File: src/rtl/branch_predictor.sv
// Direct-mapped branch target buffer with per-entry saturating counters.
// Zero-latency fetch lookup, Execute-stage mispredict detection and update, resolve/mispredict counters.
module branch_predictor #(
  parameter int WIDTH    = 32,
  parameter int ENTRIES  = 16,
  parameter int CNT_BITS = 2
) (
  input  logic             clk,
  input  logic             rst,
  input  logic [WIDTH-1:0] PCF,
  output logic             PredTakenF,
  output logic [WIDTH-1:0] PredTargetF,
  input  logic             ResolveE,
  input  logic             IsJumpE,
  input  logic             TakenE,
  input  logic [WIDTH-1:0] PCE,
  input  logic [WIDTH-1:0] TargetE,
  input  logic [WIDTH-1:0] PCPlus4E,
  input  logic             PredTakenE,
  input  logic [WIDTH-1:0] PredTargetE,
  input  logic             InvalidateAll,
  output logic             FlushBranch,
  output logic [WIDTH-1:0] PCRedirect,
  output logic [31:0]      BranchCount,
  output logic [31:0]      MispredCount
);

  localparam int IDX   = $clog2(ENTRIES);
  localparam int TAG_W = WIDTH - IDX - 2;

  localparam logic [CNT_BITS-1:0] CNT_MAX = '1;
  localparam logic [CNT_BITS-1:0] CNT_WT  = CNT_BITS'(1) << (CNT_BITS - 1);
  localparam logic [CNT_BITS-1:0] CNT_WNT = CNT_WT - CNT_BITS'(1);

  logic [ENTRIES-1:0]  valid_reg;
  logic [TAG_W-1:0]    tag_reg    [ENTRIES];
  logic [WIDTH-1:0]    target_reg [ENTRIES];
  logic [CNT_BITS-1:0] cnt_reg    [ENTRIES];

  logic [31:0] branch_count_reg;
  logic [31:0] mispred_count_reg;

  // Word-aligned PCs: the two low address bits never take part in index or tag.
  logic unused_bits;
  assign unused_bits = &{1'b0, PCF[1:0], PCE[1:0]};

  // Fetch-side lookup
  logic [IDX-1:0]   idx_f;
  logic [TAG_W-1:0] tag_f;
  logic             hit_f;

  assign idx_f = PCF[IDX+1:2];
  assign tag_f = PCF[WIDTH-1:IDX+2];
  assign hit_f = valid_reg[idx_f] && (tag_reg[idx_f] == tag_f);

  assign PredTakenF  = hit_f && cnt_reg[idx_f][CNT_BITS-1];
  assign PredTargetF = PredTakenF ? target_reg[idx_f] : '0;

  // Execute-side resolution
  assign FlushBranch = ResolveE && ((TakenE != PredTakenE) || (TakenE && (PredTargetE != TargetE)));
  assign PCRedirect  = TakenE ? TargetE : PCPlus4E;

  logic [IDX-1:0]      idx_e;
  logic [TAG_W-1:0]    tag_e;
  logic                hit_e;
  logic [CNT_BITS-1:0] cnt_cur;
  logic [CNT_BITS-1:0] cnt_next;
  logic [WIDTH-1:0]    target_next;
  logic                wr_en;

  assign idx_e = PCE[IDX+1:2];
  assign tag_e = PCE[WIDTH-1:IDX+2];

  always_comb begin
    cnt_cur     = cnt_reg[idx_e];
    hit_e       = valid_reg[idx_e] && (tag_reg[idx_e] == tag_e);
    wr_en       = 1'b0;
    cnt_next    = cnt_cur;
    target_next = target_reg[idx_e];
    // A concurrent invalidate suppresses the whole update, including allocation.
    if (ResolveE && !InvalidateAll) begin
      if (IsJumpE && TakenE) begin
        wr_en       = 1'b1;
        cnt_next    = CNT_MAX;
        target_next = TargetE;
      end else if (TakenE) begin
        wr_en       = 1'b1;
        target_next = TargetE;
        if (!hit_e)
          cnt_next = CNT_WT;
        else if (cnt_cur != CNT_MAX)
          cnt_next = cnt_cur + CNT_BITS'(1);
      end else if (hit_e) begin
        wr_en = 1'b1;
        if (cnt_cur != '0)
          cnt_next = cnt_cur - CNT_BITS'(1);
      end
    end
  end

  always_ff @(posedge clk or negedge rst) begin
    if (!rst) begin
      valid_reg <= '0;
      for (int i = 0; i < ENTRIES; i++) begin
        tag_reg[i]    <= '0;
        target_reg[i] <= '0;
        cnt_reg[i]    <= CNT_WNT;
      end
    end else if (InvalidateAll) begin
      valid_reg <= '0;
    end else if (wr_en) begin
      valid_reg[idx_e]  <= 1'b1;
      tag_reg[idx_e]    <= tag_e;
      target_reg[idx_e] <= target_next;
      cnt_reg[idx_e]    <= cnt_next;
    end
  end

  always_ff @(posedge clk or negedge rst) begin
    if (!rst) begin
      branch_count_reg  <= '0;
      mispred_count_reg <= '0;
    end else begin
      if (ResolveE && (branch_count_reg != 32'hFFFF_FFFF))
        branch_count_reg <= branch_count_reg + 32'd1;
      if (FlushBranch && (mispred_count_reg != 32'hFFFF_FFFF))
        mispred_count_reg <= mispred_count_reg + 32'd1;
    end
  end

  assign BranchCount  = branch_count_reg;
  assign MispredCount = mispred_count_reg;

endmodule

File: config.mk
export PLATFORM = sky130hd
export DESIGN_NAME = branch_predictor
export DESIGN_NICKNAME = d
export VERILOG_FILES = /design/src/rtl/branch_predictor.sv
export SDC_FILE = /design/constraint.sdc
export NUM_CORES = 2
export LEC_CHECK = 0
export CAP_MARGIN = 20
export CORE_MARGIN = 5
export CORE_UTILIZATION = 55
export DETAILED_ROUTE_END_ITERATION = 10
export GPL_TIMING_DRIVEN = 0
export PLACE_DENSITY = 0.74
export SLEW_MARGIN = 20
export SYNTH_ARGS = -nofsm -noshare
export SYNTH_HDL_FRONTEND = slang
export SYNTH_SLANG_ARGS = --single-unit
File: constraint.sdc
create_clock -name clk -period 8.5 [get_ports clk]
set_input_delay 1.7 -clock clk [delete_from_list [all_inputs] [get_ports clk]]
set_output_delay 1.7 -clock clk [all_outputs]
set_load 0.03 [all_outputs]
==> impl_metrics.json <==
{
  "synth_area_per_cell_um2": 15.4,
  "dp_slack_ps": -1480,
  "layout_setup_ws_ps": 12.9,
  "die_area_mm2": 0.109,
  "grt_usage_pct": 34.5,
  "hold_viol_final": 0,
  "core_mm2": 0.102,
  "cts_root_buffer": "clkbuf_16",
  "synth_cell_type_count": 68,
  "synth_xor_area_share_pct": 2.37,
  "max-vdd-ir-drop_uv": 190,
  "clock_latency_ps": 710,
  "final_nets": 4234,
  "synth_adder_area_share_pct": 0.0623,
  "synth_edf_count": 0,
  "clockBufferDepth": 3,
  "area_growth_syn_to_layout_pct": 15.7,
  "start_util_pct": 55.3,
  "drc": 0,
  "ys.flop_type": "dfrtp_1",
  "io_buffers": 277,
  "whs_ps": 489,
  "cts.sinks": 1040,
  "setup_violations": 0,
  "synth_simple_gate_area_share_pct": 3.08,
  "synth_nets": 3831,
  "gp_congestion": 1.01,
  "synth.mux.area_fraction_pct": 43.1,
  "cp_slowest_cell": "clkbuf_1",
  "seq_area_frac_synth_pct": 46.3,
  "rsz0062_at_grt": "false",
  "largest_reg_flops": 512,
  "worstPathMaxFanout": 10,
  "drt_iter0_drc": 4583,
  "syn-cell-area_mm2": 0.0563,
  "die_w_um": 330,
  "regArea_mm2": 0.0260,
  "via_per_inst": 6.92,
  "final_util_pct": 64.0,
  "ys_async_sr_fraction_pct": 100,
  "grt_start_max_net_pins": 149,
  "drive_gt1_share_pct": 45.6,
  "hp-class": "reg2reg",
  "synth-compound-area-share_pct": 2.01,
  "pin_count": 297,
  "dr_total_vias": 38300,
  "ant_nets": 0,
  "pwr_density_cell_mw_per_mm2": 198,
  "cp-end-kind": "output port",
  "slew_viol_final": 0,
  "synth_warnings": 0,
  "first_pass_iters": 6,
  "worstSetupPathType": "in2out",
  "cts_inserted_buffers": 110,
  "cts_tree": "done",
  "cts.clk_slew.worst_paths_ps": 60,
  "worstPathRequired_ps": 6800,
  "drt_wl_total_mm": 188,
  "dieHeight_um": 330,
  "rows": 117,
  "antenna_found_initial": 9,
  "grt_pass1_wl_mm": 272,
  "critPathTopFamily": "buffers and inverters",
  "synth_top_family_by_area": "multiplexers",
  "synth_seq_cells": 1040,
  "wl_per_cell_um": 34.0,
  "status": "finished, final reports clean",
  "period_needed_ps": 8490,
  "multiInputGateArea_mm2": 0.0285,
  "overflow": 0,
  "critPathMaxStageDelay_ps": 900,
  "fillCellCount": 7421,
  "tightestPinTransition_ps": 1300,
  "slew_headroom_pct": 12.5,
  "place_hpwl_mm": 126,
  "grt_pass1_vias": 39000,
  "critPathArrivalTime_ps": 6790,
  "cp_cell_sequence": "clkbuf_1, clkbuf_1, mux4_2, mux4_2, xnor2_1, nand4_1, nor3_1, nand4_1, buf_4, clkbuf_2, nor2b_1, clkdlybuf4s50_1",
  "p_leak_nw": 28.9,
  "timing.final.crit_share_pct": 99.8,
  "cts.htree.levels": 3,
  "start_kind": "input port",
  "finClkSkew_ps": 23.8,
  "cp_num_buf_inv": 5,
  "max_freq_mhz": 118,
  "cap_violations": 0,
  "syn_inst": 3662
}
[through the flow]
stage               area [um^2]  power (W)  setup TNS (ps)  std cells
floorplan                 56300    0.00689               0       3662
global placement          60700    0.00767               -       5307
detailed placement        61100    0.00771          -44340       5320
CTS                       65000     0.0129               0       5523
global route              65100     0.0132               0       5525
finish                    65100     0.0129               0       5529
[power by group]
part           internal, W  switching, W
clock network      0.00311       0.00209
logic             0.000984       0.00102
registers          0.00534      0.000327
[routing by layer]
| metal | vias to the layer above | wire length [um] | global-route usage, % | part of all wire [%] |
|---|---|---|---|---|
| li1 | 15000 | - | - | - |
| met1 | 20300 | 69600 | 45.3 | 37 |
| met2 | 2384 | 86700 | 52.9 | 46 |
| met3 | 624 | 19200 | 9.28 | 10 |
| met4 | 6 | 12500 | 18.8 | 6.6 |
| met5 | - | 51 | 0 | 0.027 |
[cell usage in the layout, fill, tap and decap left out, types with 42 or more instances in the layout]
cell type        instances
o21ai_0                 48
clkbuf_1               151
xor2_1                  53
clkdlybuf4s50_1        276
dfrtp_1               1024
nand2_1                 89
nor2b_1                 42
xnor2_1                 99
buf_2                  107
clkbuf_16              113
nand3_1                 47
mux2_2                 928
mux2i_1                 87
mux4_2                 539
mux2_1                  71
[cells by family (layout without fill, tap and decap cells)]
group / count (synthesis) / in the layout
and+or+nand+nor: 324 / 324
DFF: 1040 / 1040
adders and majority gates: 3 / 3
muxes: 1625 / 1625
AOI/OAI and AO/OA: 156 / 156
buffers and inverters: 362 / 856
xor gates and xnor gates: 152 / 152
other: 0 / 5
[synthesized netlist by cell type, types with 4 or more instances]
master	count	area (um^2)
a21oi_1	10	50.1
nor4_1	14	87.6
nor2_1	26	97.6
nor3_1	15	75.1
nand2_1	89	334
buf_2	86	430
mux2_2	928	10500
a22oi_1	15	113
buf_4	20	150
clkbuf_1	156	586
and4_1	7	61.3
o221ai_1	4	35.0
mux2i_1	87	871
xor2_1	53	464
nand2b_1	9	56.3
and3_1	27	169
buf_6	24	270
o21ai_0	48	240
a211oi_1	4	30.0
a22o_1	6	52.6
mux4_2	539	12100
o2bb2ai_1	4	35.0
o31ai_1	4	30.0
o211ai_1	11	82.6
o22ai_1	5	31.3
o31a_1	5	43.8
nor2b_1	42	263
nand3_1	47	235
and2_1	7	43.8
o21ba_2	12	120
dfstp_2	16	420
buf_1	55	206
xnor2_1	99	867
or3_1	5	31.3
nand4_1	24	150
mux2_1	71	800
inv_1	20	75.1
dfrtp_1	1024	25600
[timing repair]
action / CTS / global route
setup buffers: 1 / 0
endpoints found under the hold margin: 0 / 0
hold buffers: 0 / 0
pin swaps: 1 / 0
endpoints found under the setup margin: 33 / 30
resized for setup: 9 / 10
[layout make-up]
class | count | share of cell area (%)
Multi-Input combinational cell | 2260 | 43.8
Sequential cell | 1040 | 40.0
Clock buffer | 162 | 5.13
Timing Repair Buffer | 292 | 4.75
Buffer | 340 | 2.64
Tap cell | 1368 | 2.63
Clock inverter | 41 | 0.869
Inverter | 21 | 0.121
Antenna cell | 5 | 0.0192
[final timing paths]
kind,slack (ps),depth (start not counted),endpoint,from
worst min register to register,490,1,BranchCount[30],BranchCount[30]
worst min-delay path,490,1,BranchCount[30],BranchCount[30]
worst max register to register,3560,12,tag_reg[411],tag_reg[11]
max in group asynchronous,5530,4,tag_reg[297],rst
worst max-delay path,10,12,PredTargetF[6],PCF[3]
min in group asynchronous,870,1,target_reg[457],rst
(Power assumes the default switching activity.)
